<file path="src/rtl/jk_bank_sequencer_if.sv">
// rtl/jk_bank_sequencer_if.sv - command and bank-observation bus for jk_bank_sequencer
//
// Purpose: groups the command handshake and the exported JK bank signals.
// Optional feature macro: JK_SEQ_ABORT_EN adds abort (master->slave) and aborted (slave->master).
// Signals:
//   cmd_valid, cmd_op[2:0], cmd_data[WIDTH-1:0], cmd_count[3:0]  master -> slave
//   cmd_ready, j, k, q [WIDTH-1:0], done, wrapped                 slave -> master
interface jk_bank_sequencer_if #(
  parameter int WIDTH = 4
);
  logic             cmd_valid;
  logic             cmd_ready;
  logic [2:0]       cmd_op;
  logic [WIDTH-1:0] cmd_data;
  logic [3:0]       cmd_count;
  logic [WIDTH-1:0] j;
  logic [WIDTH-1:0] k;
  logic [WIDTH-1:0] q;
  logic             done;
  logic             wrapped;
`ifdef JK_SEQ_ABORT_EN
  logic             abort;
  logic             aborted;

  modport master (
    output cmd_valid, cmd_op, cmd_data, cmd_count, abort,
    input  cmd_ready, j, k, q, done, wrapped, aborted
  );
  modport slave (
    input  cmd_valid, cmd_op, cmd_data, cmd_count, abort,
    output cmd_ready, j, k, q, done, wrapped, aborted
  );
`else
  modport master (
    output cmd_valid, cmd_op, cmd_data, cmd_count,
    input  cmd_ready, j, k, q, done, wrapped
  );
  modport slave (
    input  cmd_valid, cmd_op, cmd_data, cmd_count,
    output cmd_ready, j, k, q, done, wrapped
  );
`endif
endinterface

</file>
<file path="src/rtl/jk_bank_sequencer.sv">
// rtl/jk_bank_sequencer.sv - command-driven sequencer for a bank of JK flip-flops
//
// Purpose: accepts ops (NOP, CLEAR, LOAD, UP, DOWN, TOGGLE, ROTL) over a valid/ready
// handshake, drives canonical J/K excitation one vector per EXEC cycle into an internal
// JK bank, and pulses done on completion.
// Optional feature macro: JK_SEQ_ABORT_EN (abort input / aborted pulse output).
// Ports:
//   clk    rising-edge clock
//   reset  synchronous active-high reset
//   bus    jk_bank_sequencer_if.slave (command handshake, j/k/q, done, wrapped)
module jk_bank_sequencer #(
  parameter int WIDTH = 4
) (
  input logic               clk,
  input logic               reset,
  jk_bank_sequencer_if.slave bus
);

  localparam logic [2:0] OP_CLEAR  = 3'd1;
  localparam logic [2:0] OP_LOAD   = 3'd2;
  localparam logic [2:0] OP_UP     = 3'd3;
  localparam logic [2:0] OP_DOWN   = 3'd4;
  localparam logic [2:0] OP_TOGGLE = 3'd5;
  localparam logic [2:0] OP_ROTL   = 3'd6;

  localparam logic [WIDTH-1:0] ONE = {{(WIDTH-1){1'b0}}, 1'b1};

  typedef enum logic [1:0] {
    S_IDLE = 2'd0,
    S_EXEC = 2'd1,
    S_DONE = 2'd2
  } state_t;

  state_t           state;
  state_t           state_nxt;
  logic [2:0]       op_r;
  logic [WIDTH-1:0] data_r;
  logic [3:0]       cnt_r;     // steps remaining after the current one
  logic [WIDTH-1:0] q_r;
  logic             wrapped_r;

  logic             accept;
  logic             abort_c;
  logic             step_en;
  logic             wrap_c;
  logic             multi_op;  // op whose length comes from cmd_count
  logic             single_op; // op with exactly one step
  logic [WIDTH-1:0] nxt;
  logic [WIDTH-1:0] j_c;
  logic [WIDTH-1:0] k_c;

`ifdef JK_SEQ_ABORT_EN
  logic aborted_r;
  assign abort_c     = bus.abort;
  assign bus.aborted = (state == S_DONE) && aborted_r;
`else
  assign abort_c = 1'b0;
`endif

  assign accept    = bus.cmd_valid && (state == S_IDLE);
  assign multi_op  = (bus.cmd_op == OP_UP) || (bus.cmd_op == OP_DOWN) || (bus.cmd_op == OP_ROTL);
  assign single_op = (bus.cmd_op == OP_CLEAR) || (bus.cmd_op == OP_LOAD) || (bus.cmd_op == OP_TOGGLE);

  // Step target and excitation; an aborted EXEC cycle drives no excitation.
  always_comb begin
    nxt     = q_r;
    j_c     = '0;
    k_c     = '0;
    wrap_c  = 1'b0;
    step_en = (state == S_EXEC) && !abort_c;
    case (op_r)
      OP_CLEAR:  nxt = '0;
      OP_LOAD:   nxt = data_r;
      OP_UP:     nxt = q_r + ONE;
      OP_DOWN:   nxt = q_r - ONE;
      OP_TOGGLE: nxt = q_r ^ data_r;
      OP_ROTL:   nxt = {q_r[WIDTH-2:0], q_r[WIDTH-1]};
      default:   nxt = q_r;
    endcase
    if (step_en) begin
      j_c    = nxt & ~q_r;
      k_c    = ~nxt & q_r;
      wrap_c = ((op_r == OP_UP) && (&q_r)) || ((op_r == OP_DOWN) && (q_r == '0));
    end
  end

  always_comb begin
    state_nxt = state;
    case (state)
      S_IDLE: begin
        if (accept) begin
          if (single_op || (multi_op && (bus.cmd_count != 4'd0))) state_nxt = S_EXEC;
          else                                                      state_nxt = S_DONE;
        end
      end
      S_EXEC: begin
        if (abort_c || (cnt_r == 4'd0)) state_nxt = S_DONE;
      end
      S_DONE:  state_nxt = S_IDLE;
      default: state_nxt = S_IDLE;
    endcase
  end

  always_ff @(posedge clk) begin
    if (reset) begin
      state     <= S_IDLE;
      op_r      <= '0;
      data_r    <= '0;
      cnt_r     <= '0;
      q_r       <= '0;
      wrapped_r <= 1'b0;
`ifdef JK_SEQ_ABORT_EN
      aborted_r <= 1'b0;
`endif
    end else begin
      state <= state_nxt;
      q_r   <= (j_c & ~q_r) | (~k_c & q_r);
      if (accept) begin
        op_r      <= bus.cmd_op;
        data_r    <= bus.cmd_data;
        // count=0 goes straight to DONE, so the wrapped value of count-1 is never used
        cnt_r     <= multi_op ? (bus.cmd_count - 4'd1) : 4'd0;
        wrapped_r <= 1'b0;
`ifdef JK_SEQ_ABORT_EN
        aborted_r <= 1'b0;
`endif
      end else if (state == S_EXEC) begin
        if (cnt_r != 4'd0) cnt_r <= cnt_r - 4'd1;
        if (wrap_c) wrapped_r <= 1'b1;
`ifdef JK_SEQ_ABORT_EN
        if (abort_c) aborted_r <= 1'b1;
`endif
      end
    end
  end

  assign bus.cmd_ready = (state == S_IDLE);
  assign bus.j         = j_c;
  assign bus.k         = k_c;
  assign bus.q         = q_r;
  assign bus.done      = (state == S_DONE);
  assign bus.wrapped   = wrapped_r;

endmodule

</file>
<file path="src/flat_wrapper.sv">
// flat-port wrapper written by rule: the top's interface ports become plain ports
module jk_bank_sequencer_flat 
#(
  parameter int WIDTH = 4
)
  (clk, reset, bus_cmd_valid, bus_cmd_op, bus_cmd_data, bus_cmd_count, bus_cmd_ready, bus_j, bus_k, bus_q, bus_done, bus_wrapped);
  jk_bank_sequencer_if #(.WIDTH(WIDTH)) bus_i ();
  input logic clk;
  input logic reset;
  input wire logic [$bits(bus_i.cmd_valid)-1:0] bus_cmd_valid;
  input wire logic [$bits(bus_i.cmd_op)-1:0] bus_cmd_op;
  input wire logic [$bits(bus_i.cmd_data)-1:0] bus_cmd_data;
  input wire logic [$bits(bus_i.cmd_count)-1:0] bus_cmd_count;
  output wire logic [$bits(bus_i.cmd_ready)-1:0] bus_cmd_ready;
  output wire logic [$bits(bus_i.j)-1:0] bus_j;
  output wire logic [$bits(bus_i.k)-1:0] bus_k;
  output wire logic [$bits(bus_i.q)-1:0] bus_q;
  output wire logic [$bits(bus_i.done)-1:0] bus_done;
  output wire logic [$bits(bus_i.wrapped)-1:0] bus_wrapped;
  assign bus_i.cmd_valid = bus_cmd_valid;
  assign bus_i.cmd_op = bus_cmd_op;
  assign bus_i.cmd_data = bus_cmd_data;
  assign bus_i.cmd_count = bus_cmd_count;
  assign bus_cmd_ready = bus_i.cmd_ready;
  assign bus_j = bus_i.j;
  assign bus_k = bus_i.k;
  assign bus_q = bus_i.q;
  assign bus_done = bus_i.done;
  assign bus_wrapped = bus_i.wrapped;
  jk_bank_sequencer #(.WIDTH(WIDTH)) u_core (.clk(clk), .reset(reset), .bus(bus_i));
endmodule
</file>
<file path="config.mk">
export PLATFORM = sky130hd
export DESIGN_NAME = jk_bank_sequencer_flat
export DESIGN_NICKNAME = d
export VERILOG_FILES = /design/src/rtl/jk_bank_sequencer_if.sv /design/src/rtl/jk_bank_sequencer.sv /design/src/flat_wrapper.sv
export SDC_FILE = /design/constraint.sdc
export NUM_CORES = 1
export LEC_CHECK = 0
export CORE_ASPECT_RATIO = 2
export CORE_UTILIZATION = 35
export CTS_CLUSTER_SIZE = 40
export DETAILED_ROUTE_END_ITERATION = 12
export MAX_ROUTING_LAYER = met4
export SLEW_MARGIN = 20
export SYNTH_ARGS = -nofsm -noshare
export SYNTH_HDL_FRONTEND = slang
export SYNTH_SLANG_ARGS = --single-unit
</file>
<file path="constraint.sdc">
create_clock -name clk -period 5.2 [get_ports clk]
set_clock_uncertainty 0.1 [all_clocks]
set_input_delay 1.3 -clock clk [delete_from_list [all_inputs] [get_ports clk]]
set_output_delay 1.3 -clock clk [all_outputs]
set_load 0.01 [all_outputs]
</file>
==> out/qor.yml <==
synthesis:
  avgSynthCellArea_um2: 7.57
  netlist.area_leader.share_pct: 27.9
  yosys-top-cells-area: "dfxtp_1 (28%), nand2_1 (6.7%), a21oi_1 (6.6%), nor3_1 (5.8%), xnor2_1 (4.7%)"
  ys_types: 43
  synth-seq-cells: 18
  ys_seq_area_share_pct: 27.9
  syn-instance-count: 171
  synth-warning-count: 0
  syn_nets: 190
  yosys.area.top_type: "dfxtp_1"
  netlist_area_mm2: 0.00129
power_and_ir_drop:
  p_int_mw: 0.266
  p_seq_share_pct: 43.0
  vdd_drop_max_mv: 0.148
  power_density_mw_per_mm2: 237
  p_sw_share_pct: 31.2
  power_frac_clock_pct: 30.0
  p_leak_nw: 0.582
  power_frac_comb_pct: 27.1
  switchingPower_mw: 0.121
floorplanning:
  start_util_pct: 37.5
  coreArea_mm2: 0.00345
  die_area_mm2: 0.00396
  num_rows: 30
  die_w_um: 45.0
  ios: 29
  die_h_um: 88.0
sta:
  rsz0062_at_grt: "false"
  max_slew_margin_pct: 43.1
  tightest_slew_ns: 0.852
  slew_viol_final: 0
  fin_crit_sh_pct: 91.5
  period_needed_ns: 4.76
  setup_viol: 0
  setup_tns_ns: 0
  timing.fmax_mhz: 210
  finalHoldViolCount: 0
worst_setup_path:
  worst-r2r-setup-slack_ns: 2.49
  worstPathArrival_ns: 3.36
  cp_max_fo: 15
  critPathLaunchType: "register"
  cp-startpoint: "u_core.op_r[1]"
  r2r-start: "u_core.op_r[1]"
  cp-endpoint: "bus_k[1]"
  criticalPathCategory: "reg2out"
  required_ns: 3.80
  r2r.worst_path.cells: 6
  cp-end-kind: "primary output"
cts:
  clk_latency_ns: 0.25
  htreeDepth: 1
  clk_path_buf_depth: 2
  numCtsBuffers: 3
  post_cts_buffers: 0
  root_buffer: "clkbuf_8"
  cts_sinks: 18
  cts.clk_slew.worst_paths_ns: 0.07
  cts_resized: 0
  cts_tree: "yes"
  cts_hold_buf: 0
run:
  drv_cap: 0
finish:
  synthToLayoutAreaGrowth_pct: 26.4
  layout-drive-gt1-share_pct: 4.19
  fillCellCount: 380
  layout.nets: 211
  diodes: 0
  stdcell_count: 239
global_route:
  grt_usage_pct: 18.7
  grt_max_degree: 21
  grt_pass1_wl_um: 5420
  grt_use_met1_pct: 19.5
  antenna_found_initial: 0
  grt_overflow: 0
  grt_pass1_vias: 1206
  grt_use_met3_pct: 1.24
  busiest_layer: "met2"
  met2_usage_pct: 33.5
detailed_routing:
  ant_nets: 0
  drt_iter0_drc: 23
  num_vias: 1295
  wl_per_cell_um: 13.6
  firstDrtPassIters: 4
  drc_errors: 0
  vias_per_cell: 5.42
  wl_um: 3250
place:
  post-dp-hpwl_um: 2520
  dp.cells: 235
  io_buffers: 28
  gp_congestion: 0.859
min_path:
  hold_path.class: "reg2reg"
outcome:
  status: "finished clean"
-- through the flow --
| stage | hold slack (ns) | total power, mW | cell area (µm²) | setup slack [ns] | util [%] |
|---|---|---|---|---|---|
| 2_1_floorplan | 0.340 | 0.239 | 1290 | 1.74 | - |
| 3_3_place_gp | 0.374 | 0.273 | 1580 | 0.818 | 45.8 |
| 3_5_place_dp | 0.379 | 0.275 | 1580 | 0.751 | 45.8 |
| 4_1_cts | 0.389 | 0.393 | 1640 | 0.461 | 47.4 |
| 5_1_grt | 0.408 | 0.410 | 1640 | 0.241 | 47.4 |
| 6_report | 0.389 | 0.387 | 1640 | 0.444 | 47.4 |
-- cells in the final DEF (no fill, tap or decap), drive strengths merged --
master,Yosys,final
nor3b,1,1
o21ba,1,1
o21bai,1,1
and2,1,1
o211ai,1,1
a2bb2oi,1,1
nand3,3,3
nor2,6,6
nor2b,3,3
a211o,1,1
a21o,2,2
a211oi,6,6
o221ai,1,1
a21oi,19,19
and3,5,5
o31ai,3,3
nand2,23,23
a41oi,1,1
a31oi,3,3
mux4,1,1
nor4,1,1
nor3,15,15
nand3b,1,1
xor2,1,1
inv,9,9
a22o,1,1
dfxtp,18,18
clkdlybuf4s50,0,28
clkbuf,6,4
nand2b,3,3
a311oi,1,1
o21ai,5,5
and4,1,1
xnor2,7,7
o22a,1,1
mux2i,3,3
ha,4,4
or3,3,3
fa,1,1
nand4,1,1
-- power by group through the flow --
stage / Clock, mW / Sequential, mW / Combinational (mW)
detailed placement: 0 / 0.169 / 0.106
global placement: 0 / 0.169 / 0.104
CTS: 0.120 / 0.166 / 0.106
global route: 0.122 / 0.169 / 0.119
floorplan: 0 / 0.159 / 0.0802
finish: 0.116 / 0.166 / 0.105
-- kinds of logic after synthesis --
logic type,count (synthesis),share of synthesized area [%]
AO/OA/AOI/OAI,48,24.8
AND/OR/NAND/NOR,67,25.4
flip-flops,18,27.9
adder cells (fa/ha/maj),5,5.42
XOR/XNOR,8,5.42
buffers and inverters,21,6.77
multiplexers,4,4.35
-- cells in the mapped netlist --
cell and n:
nand2b_1 3, buf_2 6, o211ai_1 1, xor2_1 1, a31oi_1 3, o221ai_1 1
a22o_1 1, o22a_1 1, mux4_1 1, a21o_1 2, nand4_1 1, nor2_1 6
o21ba_2 1, o31ai_1 3, and2_1 1, o21ai_0 5, clkbuf_2 1, nor3b_1 1
and4_1 1, o21bai_1 1, nand2_1 23, mux2i_1 3, fa_1 1, clkbuf_1 5
a41oi_1 1, nor4_1 1, inv_1 9, a21oi_1 17, nand3b_1 1, ha_1 4
xnor2_1 7, nor3_1 15, a211oi_1 5, dfxtp_1 18, a2bb2oi_1 1, and3_1 5
a21oi_2 2, or3_1 3, nor2b_1 3, a211o_1 1, a211oi_2 1, a311oi_1 1
nand3_1 3
-- critical path, cell delays in order, from the launching register on --
cell,delay [ns]
dfxtp_1,0.62
inv_1,0.20
and3_1,0.32
fa_1,0.47
mux4_1,0.51
o21bai_1,0.26
and3_1,0.19
clkdlybuf4s50_1,0.53
-- layout make-up --
class | count | area (µm²) | share of cell area (%)
multi-input combinational | 132 | 846 | 51.7
tap | 48 | 60.1 | 3.67
timing repair buffer | 28 | 280 | 17.1
clock buffer | 4 | 55.1 | 3.37
sequential | 18 | 360 | 22.0
inverter | 9 | 33.8 | 2.07
-- metal layers --
metal  vias to the layer above  routed length [µm]
li1                        655                   -
met1                       601                1300
met2                        35                1790
met3                         4                  94
met4                         0                  60
met5                         -                   0
-- how the worst min path moves through the flow --
stage	to	depth (start not counted)	from
finish	u_core.data_r[0]	2	u_core.data_r[0]
global route	u_core.data_r[3]	2	u_core.data_r[3]
CTS	u_core.data_r[0]	2	u_core.data_r[0]
detailed placement	u_core.data_r[0]	2	u_core.data_r[0]
global placement	u_core.data_r[0]	2	u_core.data_r[0]
floorplan	u_core.data_r[1]	2	u_core.data_r[1]
(Power assumes the default switching activity.)
